$ cat src/rtl/vm_multi.sv
// vm_multi: multi-item vending controller with credit accumulation, per-item prices and a change handshake.
// Optional idle auto-cancel of held credit is enabled by defining VM_MULTI_AUTOCANCEL_EN.
module vm_multi #(
  parameter int unsigned N_ITEMS    = 4,
  parameter int unsigned CW         = 8,
  parameter int unsigned MAX_CREDIT = 50,
  parameter int unsigned COIN1      = 1,
  parameter int unsigned COIN2      = 5,
  parameter int unsigned COIN3      = 10,
  parameter logic [N_ITEMS*CW-1:0] PRICES = {8'd15, 8'd12, 8'd8, 8'd3},
  parameter int unsigned TIMEOUT    = 1000,
  localparam int unsigned IW        = (N_ITEMS > 1) ? $clog2(N_ITEMS) : 1
) (
  input  logic               clk,
  input  logic               rst_n,
  input  logic [1:0]         coin,
  input  logic [N_ITEMS-1:0] sel,
  input  logic               cancel,
  input  logic               change_ack,
  output logic [CW-1:0]      credit,
  output logic               vend,
  output logic [IW-1:0]      vend_id,
  output logic               nack,
  output logic               coin_rej,
  output logic               change_vld,
  output logic [CW-1:0]      change
);

  typedef enum logic [1:0] {
    ST_IDLE   = 2'd0,
    ST_CREDIT = 2'd1,
    ST_VEND   = 2'd2,
    ST_CHANGE = 2'd3
  } state_t;

  state_t        state;
  logic [CW-1:0] coin_value;
  logic          coin_in;
  logic [CW:0]   credit_sum;
  logic          coin_fits;
  logic          sel_any;
  logic [IW-1:0] sel_idx;
  logic [CW-1:0] sel_price;
  logic          timeout_c;

  // Coin code to unit value
  always_comb begin
    coin_value = '0;
    case (coin)
      2'b01:   coin_value = CW'(COIN1);
      2'b10:   coin_value = CW'(COIN2);
      2'b11:   coin_value = CW'(COIN3);
      default: coin_value = '0;
    endcase
  end

  assign coin_in    = |coin;
  // One extra bit so the limit check cannot wrap
  assign credit_sum = {1'b0, credit} + {1'b0, coin_value};
  assign coin_fits  = credit_sum <= (CW+1)'(MAX_CREDIT);
  assign sel_any    = |sel;

  // Lowest requested item wins; scanning downward leaves the lowest index last
  always_comb begin
    sel_idx   = '0;
    sel_price = '0;
    for (int i = int'(N_ITEMS) - 1; i >= 0; i--) begin
      if (sel[i]) begin
        sel_idx   = IW'(i);
        sel_price = PRICES[i*CW +: CW];
      end
    end
  end

`ifdef VM_MULTI_AUTOCANCEL_EN
  localparam int unsigned TW = $clog2(TIMEOUT + 1);

  logic [TW-1:0] idle_cnt;
  logic          activity;

  assign activity  = coin_in | sel_any | cancel;
  // Fires on the TIMEOUT-th consecutive quiet cycle spent holding credit
  assign timeout_c = (state == ST_CREDIT) && !activity && (idle_cnt == TW'(TIMEOUT - 1));

  always_ff @(posedge clk or negedge rst_n) begin
    if (!rst_n) begin
      idle_cnt <= '0;
    end else if (state != ST_CREDIT || activity || timeout_c) begin
      idle_cnt <= '0;
    end else begin
      idle_cnt <= idle_cnt + TW'(1);
    end
  end
`else
  logic unused_timeout;

  assign timeout_c      = 1'b0;
  assign unused_timeout = ^TIMEOUT;
`endif

  // Controller state and all registered outputs
  always_ff @(posedge clk or negedge rst_n) begin
    if (!rst_n) begin
      state      <= ST_IDLE;
      credit     <= '0;
      vend       <= 1'b0;
      vend_id    <= '0;
      nack       <= 1'b0;
      coin_rej   <= 1'b0;
      change_vld <= 1'b0;
      change     <= '0;
    end else begin
      vend     <= 1'b0;
      nack     <= 1'b0;
      coin_rej <= 1'b0;
      unique case (state)
        ST_IDLE: begin
          if (coin_in) begin
            if (coin_fits) begin
              credit <= coin_value;
              state  <= ST_CREDIT;
            end else begin
              coin_rej <= 1'b1;
            end
          end
        end
        ST_CREDIT: begin
          if (cancel || timeout_c) begin
            coin_rej   <= coin_in;
            change     <= credit;
            change_vld <= 1'b1;
            state      <= ST_CHANGE;
          end else if (sel_any) begin
            coin_rej <= coin_in;
            if (credit >= sel_price) begin
              credit  <= credit - sel_price;
              vend    <= 1'b1;
              vend_id <= sel_idx;
              state   <= ST_VEND;
            end else begin
              nack <= 1'b1;
            end
          end else if (coin_in) begin
            if (coin_fits) begin
              credit <= credit_sum[CW-1:0];
            end else begin
              coin_rej <= 1'b1;
            end
          end
        end
        ST_VEND: begin
          coin_rej <= coin_in;
          if (credit != '0) begin
            change     <= credit;
            change_vld <= 1'b1;
            state      <= ST_CHANGE;
          end else begin
            state <= ST_IDLE;
          end
        end
        ST_CHANGE: begin
          coin_rej <= coin_in;
          if (change_ack) begin
            change_vld <= 1'b0;
            change     <= '0;
            credit     <= '0;
            state      <= ST_IDLE;
          end
        end
        default: state <= ST_IDLE;
      endcase
    end
  end

endmodule

$ cat config.mk
export PLATFORM = sky130hd
export DESIGN_NAME = vm_multi
export DESIGN_NICKNAME = d
export VERILOG_FILES = /design/src/rtl/vm_multi.sv
export SDC_FILE = /design/constraint.sdc
export NUM_CORES = 1
export LEC_CHECK = 0
export CAP_MARGIN = 20
export CORE_AREA = 3 3 81 98
export CTS_CLUSTER_SIZE = 30
export DETAILED_ROUTE_END_ITERATION = 12
export DIE_AREA = 0 0 84 101
export PLACE_DENSITY = 0.45
export SLEW_MARGIN = 20
export SYNTH_ARGS = -nofsm -noshare
export SYNTH_HDL_FRONTEND = slang
export SYNTH_SLANG_ARGS = --single-unit
$ cat constraint.sdc
create_clock -name clk -period 5.51 [get_ports clk]
set_input_delay 1.102 -clock clk [delete_from_list [all_inputs] [get_ports clk]]
set_output_delay 1.102 -clock clk [all_outputs]
set_load 0.02 [all_outputs]
==> metrics.cfg <==
[synth]
yosysSeqAreaShare_pct=32.0
syn-instance-count=205
netlist_area_um2=1880
ys_ff_latch=24
ys.flop_type=dfrtp_1
synth_edf_count=0
ys_warn_count=0
avgSynthCellArea_um2=9.15
ys_types=56
synthArstFlopShare_pct=100
synth_nets=227

[clock_tree]
cts_resized=0
postCtsSetupRepairBufs=0
htreeDepth=1
cts_tree=done
insertion_delay_ns=0.27
clock-sinks=24
cts_buffers=3
cts.clk_slew.worst_paths_ns=0.09
cts_root_buf=clkbuf_8
hold_buffers=0
cts_buffer_depth=2

[finish]
final_cell_area_um2=2270
final_core_util_pct=31.6
syn_to_final_growth_pct=21.3
drive_gt1_share_pct=8.66
n_antenna_cell=0
stdcell_count=321
fin_nets=254

[floorplanning]
initial_core_util_pct=26.1
die_h_um=101
ioPinCount=32
die_x_um=84
core_um2=7190
dieArea_um2=8480
num_rows=34

[hold_path]
hold-path-cell-count=1
hold_path_class=reg2reg

[grt]
grt_use_total_pct=12.2
grt_max_degree=25
overflow=0
grt_pass1_wl_um=8350
grt_pass1_vias=1632
antenna_found_initial=0

[power_and_ir_drop]
power.share.sequential_pct=27.8
power_frac_clock_pct=12.2
cellPowerDensity_nw_per_um2=576
netSwitchingFraction_pct=46.3
p_leak_nw=0.960
comb_power_share_pct=60.0
p_sw_mw=0.606
ir_drop_mv=0.199
intPower_mw=0.704

[worst_setup_path]
critPathMaxFanout=6
critPathKind=in2reg
ff2ff_path_depth=9
arrival_ns=4.45
required_ns=5.67
worst_setup_path_end_kind=flop
setup.worst_path.start_class=input pin

[timing]
tightestPinTransition_ns=0.710
skew_ns=0.00499
setup_tns_ns=0
rsz0062_at_grt=no
max_freq_ghz=0.233
relSlewSlack_pct=52.7
maxSlewViolCount=0
fin_crit_ns=4.29
setup_viol=0
final-hold-violation-count=0
fin_crit_sh_pct=77.8

[placement]
dpl.hpwl_um=3770
place_area_um2=2200
gp_congestion=0.797
io_buffer_count=31
place_inst=317

[drt]
postRouteAntennaNets=0
routed_via_density=5.10
first_pass_iters=4
drc=0
drt-total-wl_um=5030
via_count=1638
detailedRoute.firstIterationViolations=169
wl_per_cell_um=15.7

[status]
status=finished, final reports clean

[job]
drv_cap=0

==> path summary, 6_finish.rpt <==
check                                       startpoint                      to  slack, ns
worst max-delay path                            sel[1]  vend_id[0]$_DFFE_PN0P_       1.22
worst min-delay path            change_vld$_DFFE_PN0P_  change_vld$_DFFE_PN0P_       0.49
worst max register to register   credit[1]$_DFFE_PN0P_  vend_id[0]$_DFFE_PN0P_       2.33
worst min register to register  change_vld$_DFFE_PN0P_  change_vld$_DFFE_PN0P_       0.49
max in group asynchronous                        rst_n   change[0]$_DFFE_PN0P_       4.07
min in group asynchronous                        rst_n   credit[1]$_DFFE_PN0P_       1.19
==> area by class of cell <==
| type | count | area, um2 |
|---|---|---|
| inverter | 13 | 48.8 |
| clock buffer | 3 | 41.3 |
| sequential | 24 | 601 |
| tap | 90 | 113 |
| timing repair buffer | 33 | 325 |
| multi-input combinational | 157 | 1120 |
| clock inverter | 1 | 30.0 |
| fill | 757 | 4910 |
==> power by group through the flow <==
stage | clock (mW) | sequential (mW) | combinational, mW
finish | 0.160 | 0.364 | 0.786
global route | 0.173 | 0.381 | 0.868
CTS | 0.165 | 0.366 | 0.791
detailed placement | 0 | 0.370 | 0.786
global placement | 0 | 0.371 | 0.792
floorplan | 0 | 0.377 | 0.543
==> cell usage after synthesis (3+ instances only) <==
| cell | number | area [um2] |
|---|---|---|
| a211o_1 | 3 | 26.3 |
| a21o_1 | 3 | 22.5 |
| a21oi_1 | 19 | 95.1 |
| a22o_1 | 8 | 70.1 |
| a31oi_1 | 3 | 18.8 |
| buf_6 | 5 | 56.3 |
| dfrtp_1 | 24 | 601 |
| ha_1 | 11 | 138 |
| inv_1 | 13 | 48.8 |
| nand2_1 | 12 | 45.0 |
| nand2b_1 | 5 | 31.3 |
| nand3_1 | 3 | 15.0 |
| nor2_1 | 21 | 78.8 |
| nor2b_1 | 4 | 25.0 |
| nor4_1 | 3 | 18.8 |
| o21a_1 | 4 | 30.0 |
| o21ai_0 | 10 | 50.1 |
| o21bai_1 | 3 | 22.5 |
| xnor2_1 | 4 | 35.0 |
==> worst max-delay path: stages <==
cell and delay, ns:
clkdlybuf4s50_1 0.62, nor2_1 0.08, a21o_1 0.22, ha_1 0.21
fa_1 0.40, nand2b_1 0.16, a21oi_1 0.30, nor2_1 0.15
a22o_2 0.29, or2_2 0.31, nor2_1 0.23, mux2_2 0.37
==> metrics by stage <==
stage	hold slack, ns	power (mW)	setup slack (ns)
after floorplan	0.595	0.920	1.91
after global placement	0.462	1.16	0.931
after detailed placement	0.470	1.16	0.937
after CTS	0.492	1.32	1.23
after global routing	0.501	1.42	1.05
final	0.488	1.31	1.22
==> placed cells by master, fill, tap and decap left out, types with 3 or more instances in the layout <==
master and n:
clkdlybuf4s50_1 31, dfrtp_1 24, nor2_1 21, a21oi_1 19
inv_1 13, nand2_1 12, ha_1 11, o21ai_0 10
a22o_1 8, nand2b_1 5, nor2b_1 4, xnor2_1 4
o21a_1 4, a21o_1 3, a31oi_1 3, o21bai_1 3
a211o_1 3, nand3_1 3, clkbuf_8 3
==> layer usage <==
metal	global-route usage, %	part of all wire [%]	vias to the layer above	wire length, um
li1	-	-	799	-
met1	16.5	47	799	2360
met2	20.7	48	38	2430
met3	1.88	4.2	2	209
met4	2.23	0.62	0	31
met5	0	0	-	0
==> flip-flops by register name, indices dropped and copies added (netlist names) <==
signal      count
change          8
change_vld      1
coin_rej        1
credit          8
nack            1
state           2
vend            1
vend_id         2
==> cells by family after synthesis <==
family / count (synthesis) / synth area share [%]
and+or+nand+nor: 62 / 17.1
adders and majority gates: 12 / 8.41
buffers and inverters: 24 / 8.81
AOI/OAI and AO/OA: 74 / 29.2
DFF: 24 / 32.0
xor gates and xnor gates: 6 / 2.80
muxes: 3 / 1.67
Note: power is estimated with default switching activity, not from simulation.
